<file path="src/rtl/ascii_7seg_scan.sv">
// Time-multiplexed ASCII driver for an N-digit common-anode 7-segment display.
// Holds a writable character buffer and supports static display or right-to-left marquee.
module ascii_7seg_scan #(
    parameter int unsigned NUM_DIGITS  = 4,
    parameter int unsigned BUF_DEPTH   = 16,
    parameter int unsigned REFRESH_DIV = 50000,
    parameter int unsigned SCROLL_DIV  = 12500000
) (
    input  logic                         clk,
    input  logic                         rst_n,
    input  logic                         wr_en,
    input  logic [$clog2(BUF_DEPTH)-1:0] wr_addr,
    input  logic [7:0]                   wr_data,
    input  logic                         scroll_en,
    input  logic [$clog2(BUF_DEPTH):0]   msg_len,
    output logic [7:0]                   seg,
    output logic [NUM_DIGITS-1:0]        an,
    output logic                         scroll_wrap
);

    localparam int unsigned AW = $clog2(BUF_DEPTH);
    localparam int unsigned KW = (NUM_DIGITS > 1) ? $clog2(NUM_DIGITS) : 1;
    localparam int unsigned RW = $clog2(REFRESH_DIV);
    localparam int unsigned SW = $clog2(SCROLL_DIV);

    localparam logic [RW-1:0] RefreshLast = RW'(REFRESH_DIV - 1);
    localparam logic [SW-1:0] ScrollLast  = SW'(SCROLL_DIV - 1);
    localparam logic [KW-1:0] DigitLast   = KW'(NUM_DIGITS - 1);
    localparam logic [AW:0]   DepthLen    = (AW + 1)'(BUF_DEPTH);
    localparam logic [AW:0]   DigitsLen   = (AW + 1)'(NUM_DIGITS);
    localparam logic [7:0]    Space       = 8'h20;

    logic [7:0]            bufQ [BUF_DEPTH];
    logic [RW-1:0]         refreshCntQ, refreshCntD;
    logic [KW-1:0]         digitQ, digitD;
    logic [SW-1:0]         scrollCntQ, scrollCntD;
    logic [AW-1:0]         offsetQ, offsetD;
    logic                  wrapQ, wrapD;
    logic [7:0]            segD;
    logic [NUM_DIGITS-1:0] anD;

    logic [AW:0]   effLen;
    logic          scrollActive;
    logic          refreshTick;
    logic          scrollTick;
    logic [AW:0]   nextOffset;
    logic [AW:0]   sumIdx;
    logic [AW:0]   wrapIdx;
    logic [AW-1:0] charIdx;
    logic [7:0]    charSel;

    // Returns seg[6:0] (active low) for the upper-cased code; unknown codes are blank.
    function automatic logic [6:0] decodeAscii(input logic [6:0] code);
        logic [6:0] up;
        logic [6:0] glyph;
        up = code;
        if (code >= 7'h61 && code <= 7'h7A) begin
            up = code - 7'h20;
        end
        case (up)
            7'h30:   glyph = 7'h40;
            7'h31:   glyph = 7'h79;
            7'h32:   glyph = 7'h24;
            7'h33:   glyph = 7'h30;
            7'h34:   glyph = 7'h19;
            7'h35:   glyph = 7'h12;
            7'h36:   glyph = 7'h02;
            7'h37:   glyph = 7'h78;
            7'h38:   glyph = 7'h00;
            7'h39:   glyph = 7'h10;
            7'h41:   glyph = 7'h08;
            7'h42:   glyph = 7'h03;
            7'h43:   glyph = 7'h46;
            7'h44:   glyph = 7'h21;
            7'h45:   glyph = 7'h06;
            7'h46:   glyph = 7'h0E;
            7'h48:   glyph = 7'h09;
            7'h4C:   glyph = 7'h47;
            7'h50:   glyph = 7'h0C;
            7'h55:   glyph = 7'h41;
            7'h2D:   glyph = 7'h3F;
            7'h5F:   glyph = 7'h77;
            default: glyph = 7'h7F;
        endcase
        return glyph;
    endfunction

    assign effLen       = (msg_len > DepthLen) ? DepthLen : msg_len;
    assign scrollActive = scroll_en && (effLen >= DigitsLen);
    assign refreshTick  = (refreshCntQ == RefreshLast);
    assign scrollTick   = (scrollCntQ == ScrollLast);

    always_comb begin
        refreshCntD = refreshTick ? '0 : refreshCntQ + 1'b1;
        digitD      = digitQ;
        if (refreshTick) begin
            digitD = (digitQ == DigitLast) ? '0 : digitQ + 1'b1;
        end
    end

    always_comb begin
        scrollCntD = scrollCntQ;
        offsetD    = offsetQ;
        wrapD      = 1'b0;
        nextOffset = {1'b0, offsetQ} + 1'b1;
        if (!scrollActive) begin
            scrollCntD = '0;
            offsetD    = '0;
        end else begin
            scrollCntD = scrollTick ? '0 : scrollCntQ + 1'b1;
            // A shrunken message can leave the offset out of range; recover silently.
            if ({1'b0, offsetQ} >= effLen) begin
                offsetD = '0;
            end else if (scrollTick) begin
                if (nextOffset >= effLen) begin
                    offsetD = '0;
                    wrapD   = 1'b1;
                end else begin
                    offsetD = nextOffset[AW-1:0];
                end
            end
        end
    end

    // offset < effLen, so one conditional subtraction keeps the index in range.
    always_comb begin
        sumIdx  = {1'b0, offsetQ} + (AW + 1)'(digitQ);
        wrapIdx = (sumIdx >= effLen) ? sumIdx - effLen : sumIdx;
        charIdx = scrollActive ? wrapIdx[AW-1:0] : AW'(digitQ);
        charSel = bufQ[charIdx];
        segD    = {~charSel[7], decodeAscii(charSel[6:0])};
        anD     = ~(NUM_DIGITS'(1) << (DigitLast - digitQ));
    end

    always_ff @(posedge clk) begin
        if (!rst_n) begin
            refreshCntQ <= '0;
            digitQ      <= '0;
            scrollCntQ  <= '0;
            offsetQ     <= '0;
            wrapQ       <= 1'b0;
            seg         <= 8'hFF;
            an          <= '1;
            for (int i = 0; i < BUF_DEPTH; i++) begin
                bufQ[AW'(i)] <= Space;
            end
        end else begin
            refreshCntQ <= refreshCntD;
            digitQ      <= digitD;
            scrollCntQ  <= scrollCntD;
            offsetQ     <= offsetD;
            wrapQ       <= wrapD;
            seg         <= segD;
            an          <= anD;
            if (wr_en) begin
                bufQ[wr_addr] <= wr_data;
            end
        end
    end

    assign scroll_wrap = wrapQ;

endmodule

</file>
<file path="config.mk">
export PLATFORM = sky130hd
export DESIGN_NAME = ascii_7seg_scan
export DESIGN_NICKNAME = d
export VERILOG_FILES = /design/src/rtl/ascii_7seg_scan.sv
export SDC_FILE = /design/constraint.sdc
export NUM_CORES = 1
export LEC_CHECK = 0
export ABC_AREA = 0
export CAP_MARGIN = 20
export CORE_ASPECT_RATIO = 1.2
export CORE_MARGIN = 2
export CORE_UTILIZATION = 60
export DETAILED_ROUTE_END_ITERATION = 8
export GPL_TIMING_DRIVEN = 0
export PLACE_DENSITY = 0.89
export SLEW_MARGIN = 25
export SYNTH_ARGS = -nofsm -noshare
export SYNTH_HDL_FRONTEND = slang
export SYNTH_SLANG_ARGS = --single-unit
</file>
<file path="constraint.sdc">
create_clock -name clk -period 16.5 [get_ports clk]
set_input_delay 4.125 -clock clk [delete_from_list [all_inputs] [get_ports clk]]
set_output_delay 4.125 -clock clk [all_outputs]
set_load 0.01 [all_outputs]
</file>
==> summary.md, run 1 <==
| Metric | Value |
|---|---|
| Clk_skew | 0.01130 ns |
| DRC viols | 0 |
| Asr flop ratio synth | 0 |
| Layout cell share with drive strength beyond 1 | 0.08379 |
| Maximum clock rate | just under 100 MHz |
| Hold violation total from the final report | 0 |
| Sequential element share of the synthesized area | 0.4767 |
| Area leader, netlist | edfxtp_1 |
| Worst setup path start | msg_len[4] |
| Internal power | 0.8046 mW |
| Hold Path End | scrollCntQ[0] |
| Bufs on Longest Clock Path | 2 |
| Pwr/cell area | about 93 mW/mm2 |
| Top_reg_cell synth | edfxtp_1 |
| Congestion Overflow GR | 0 |
| Port Buf Inserts | 32 |
| Worst-path fanout max | 10 |
| Area contributors post-synth | edfxtp_1 36%, dfxtp_1 11%, and2_1 6.9% |
| Sink Count | 187 |
| Hold_sp | scrollCntQ[0] |
| Synth Warn # | 0 |
| Post-Route WL | about 26000 um |
| Synth Area per Inst | between 10 and 15 um2 |
| Initial Utilization | 0.6067 |
| Setup Viol. Count Final | 0 |
| 1st-iter DRT viols | 996 |
| Max cap viols | 0 |
| Sw power | 0.2852 mW |
| Area of the multi-input gates | approximately 0.0052 mm2 |
| Layout Nets | 1118 |
| Routability Congestion | ~0.95 |
| Storage cell area | 0.005025 mm2 |
| Reg2Reg Setup Slack | 9.68 ns |
| Final slew viol count | 0 |
| Worst VDD drop | between 0.00008 and 0.00009 V |
| Vias in the first global route | 7967 |
| Tot Pwr | 1.090 mW |
| Fin util | 0.6743 |
| Reg2reg path depth | 23 |
| HPWL Detailed | 18510 um |
| ANT nets after route | 0 |
| Slew HR | 0.3037 |
| Leakage | 4.114 nW |
| Critical path class | in2reg |
| Yosys cell types | 78 |
| Gate power share | 0.134 |
| Resize count post-CTS | 0 |
| Critical Path Source Type | input pin |
| First-pass DRT Iterations | 6 |
| Clock-pin slew on the worst setup and hold paths | 0.07 ns |
| Critical Path RT | 16.83 ns |
| Crit share post-route | 0.6095 |
| # fillers | around 1300 |
| Worst-Skew Late Latency | ~0.45 ns |
| Worst Hold Path Cells | 1 |
| Worst r2r src | digitQ[0] |
| Number of diodes | 0 |
| CTS tree | done |
| Die width | 125.0 um |
| Worst-Margin Slew | 1.037 ns |
| CTS H-tree depth | 4 |
| GR Util All Layers | 0.2814 |
| DR vias/cell | 6.315 |
| Syn Std Cell Area | 0.01054 mm2 |
| Cells after synthesis | around 1000 |
| EDFF count, synth | 128 |
| Detail-routed net length per standard cell | 20.00 um |
| Status | complete, no violations |
| Root buffer cell | clkbuf_16 |
| TNS Setup | 0 ns |
| Flop pwr share | 0.490 |
| Yosys reg bits | 187 |
| Sw Share | 0.2617 |
| Unrepaired setup endpoints after global routing | false |
| Antenna violations before repair | 0 |
| HP Class | reg2reg |
| Crit. End Element | flip-flop |
| IO Count | 34 |
| CTS Buf Count | 17 |
| Core Area | around 0.017 mm2 |
| FF-to-FF End | seg[1] |
| Critical path arrival | 10.39 ns |
| Largest net degree at the start of global routing | 17 |
| Setup Fix Bufs, Post-CTS | 0 |
| Synth-to-Final Area Change | 11.15% |
| CTS Hold Buffers Added | 0 |
| Final worst path period need | 10.06 ns |
| Die Ht | roughly 150 um |
| First-pass GRT wire length | 40990 um |
| Die footprint | about 0.019 mm2 |
| Vias | 8247 |
| Post-Syn Nets | about 1100 |
| Clock share of power | 0.376 |
| Top cell type's share of synthesized area | 0.3647 |
| Num rows | 53 |
## registers in the layout, indices dropped and copies added, names as in the netlist
| signal | count |
|---|---|
| an | 4 |
| bufQ | 128 |
| digitQ | 2 |
| offsetQ | 4 |
| refreshCntQ | 16 |
| scrollCntQ | 24 |
| scroll_wrap | 1 |
| seg | 8 |
## layout by cell type, fill, tap and decap left out, types with 13 or more instances in the layout
cell	Yosys	layout
and2_1	117	117
xnor2_1	20	20
or3_1	19	19
nand2b_1	17	17
clkbuf_1	41	43
clkdlybuf4s50_1	0	32
edfxtp_1	128	128
xor2_1	23	23
nor2_1	79	79
mux2_2	20	20
inv_1	30	30
a21oi_1	27	27
nand3_1	18	18
dfxtp_1	59	59
nand4_1	13	13
and3_1	22	22
ha_1	22	22
nand2_1	65	65
o21ai_0	55	43
o21ai_1	15	27
mux2i_1	41	41
clkbuf_16	0	17
a31oi_1	13	13
nor3_1	21	20
## kinds of logic after synthesis
group | synth area share
simple gates | 0.2038
compound gates | 0.1316
buf+inv | 0.03336
flops | 0.4767
mux | 0.08595
xor+xnor | 0.03573
fa+ha+maj | 0.03276
## per-stage QoR
stage                     worst slack (ns)  hold WS [ns]  instance area (um2)  cells
final                                6.443        0.4378                11720   1306
after detailed placement             6.048        0.4326                11140   1274
after CTS                            6.474        0.4426                11710   1306
after global routing                 6.124        0.4751                11720   1306
after global placement               6.214        0.4217                11140   1274
after floorplan                      7.796        0.4129                10540   1022
## cell usage after synthesis, drive strengths merged, types with 10 or more instances
library cell,instances
a211oi,13
a21oi,28
a31oi,13
and2,118
and3,22
buf,13
clkbuf,41
dfxtp,59
edfxtp,128
ha,22
inv,31
mux2,24
mux2i,41
mux4,10
nand2,67
nand2b,17
nand3,18
nand4,13
nor2,79
nor3,22
o21a,11
o21ai,71
o22ai,10
or3,19
xnor2,20
xor2,23
## power by group through the flow
stage          logic (mW)  clock network [mW]  registers, mW
2_1_floorplan      0.0966                   0          0.540
6_report            0.146               0.410          0.534
3_3_place_gp        0.139                   0          0.542
5_1_grt             0.157               0.426          0.535
3_5_place_dp        0.141                   0          0.543
4_1_cts             0.143               0.408          0.533
## area by class of cell
| cell class | instances | share of cell area |
|---|---|---|
| buffer | 54 | 0.02008 |
| clock buffer | 19 | 0.03695 |
| clock inverter | 13 | 0.01207 |
| inverter | 31 | 0.009933 |
| multi-input combinational | 750 | 0.4412 |
| sequential | 187 | 0.4289 |
| tap | 220 | 0.02350 |
| timing repair buffer | 32 | 0.02734 |
## worst max-delay path, cell delays in order
cell and delay [ns]:
clkdlybuf4s50_1 0.55, nor2b_1 0.30, ha_1 0.31, nand2b_1 0.22, a2111oi_4 0.42, nor2_1 0.11, o221a_2 0.30, and2_4 0.17
buf_6 0.13, buf_6 0.15, o21ai_1 0.37, buf_2 0.35, o211ai_1 0.14, a31oi_1 0.62, ha_1 0.29, inv_1 0.09
o311a_1 0.35, o31a_1 0.28, o32ai_2 0.30, o2111ai_1 0.32, or3b_1 0.47
## routing by layer
layer	track usage	routed length, um
met3	0.06779	2088
met2	0.4859	12980
met1	0.3321	10050
met5	0	0
met4	0.1339	1008
## worst max-delay path by stage
stage                         to  cells past startpoint  slack (ns)
after floorplan           seg[1]                     20        7.80
after global placement    seg[1]                     21        6.21
after detailed placement  seg[1]                     21        6.05
after CTS                 seg[1]                     21        6.47
after global routing      seg[1]                     19        6.12
final                     seg[1]                     21        6.44
Note: power is estimated with default switching activity, not from simulation.
==> run 2, diff against run 1 <==
==> constraint.sdc (replaced) <==
create_clock -name clk -period 10.2 [get_ports clk]
set_input_delay 2.55 -clock clk [delete_from_list [all_inputs] [get_ports clk]]
set_output_delay 2.55 -clock clk [all_outputs]
set_load 0.01 [all_outputs]
==> results of run 2 <==
Same layout as run 1 (identical final DEF). Status: complete, no violations.
Among the figures that moved: setup slack after placement 6.048 ns -> 1.323 ns; setup slack after layout 6.443 ns -> 1.718 ns; register-to-register setup slack 9.68 ns -> 3.38 ns; total power 1.090 mW -> 1.763 mW; worst IR drop on VDD 0.00008352 V -> 0.0001351 V
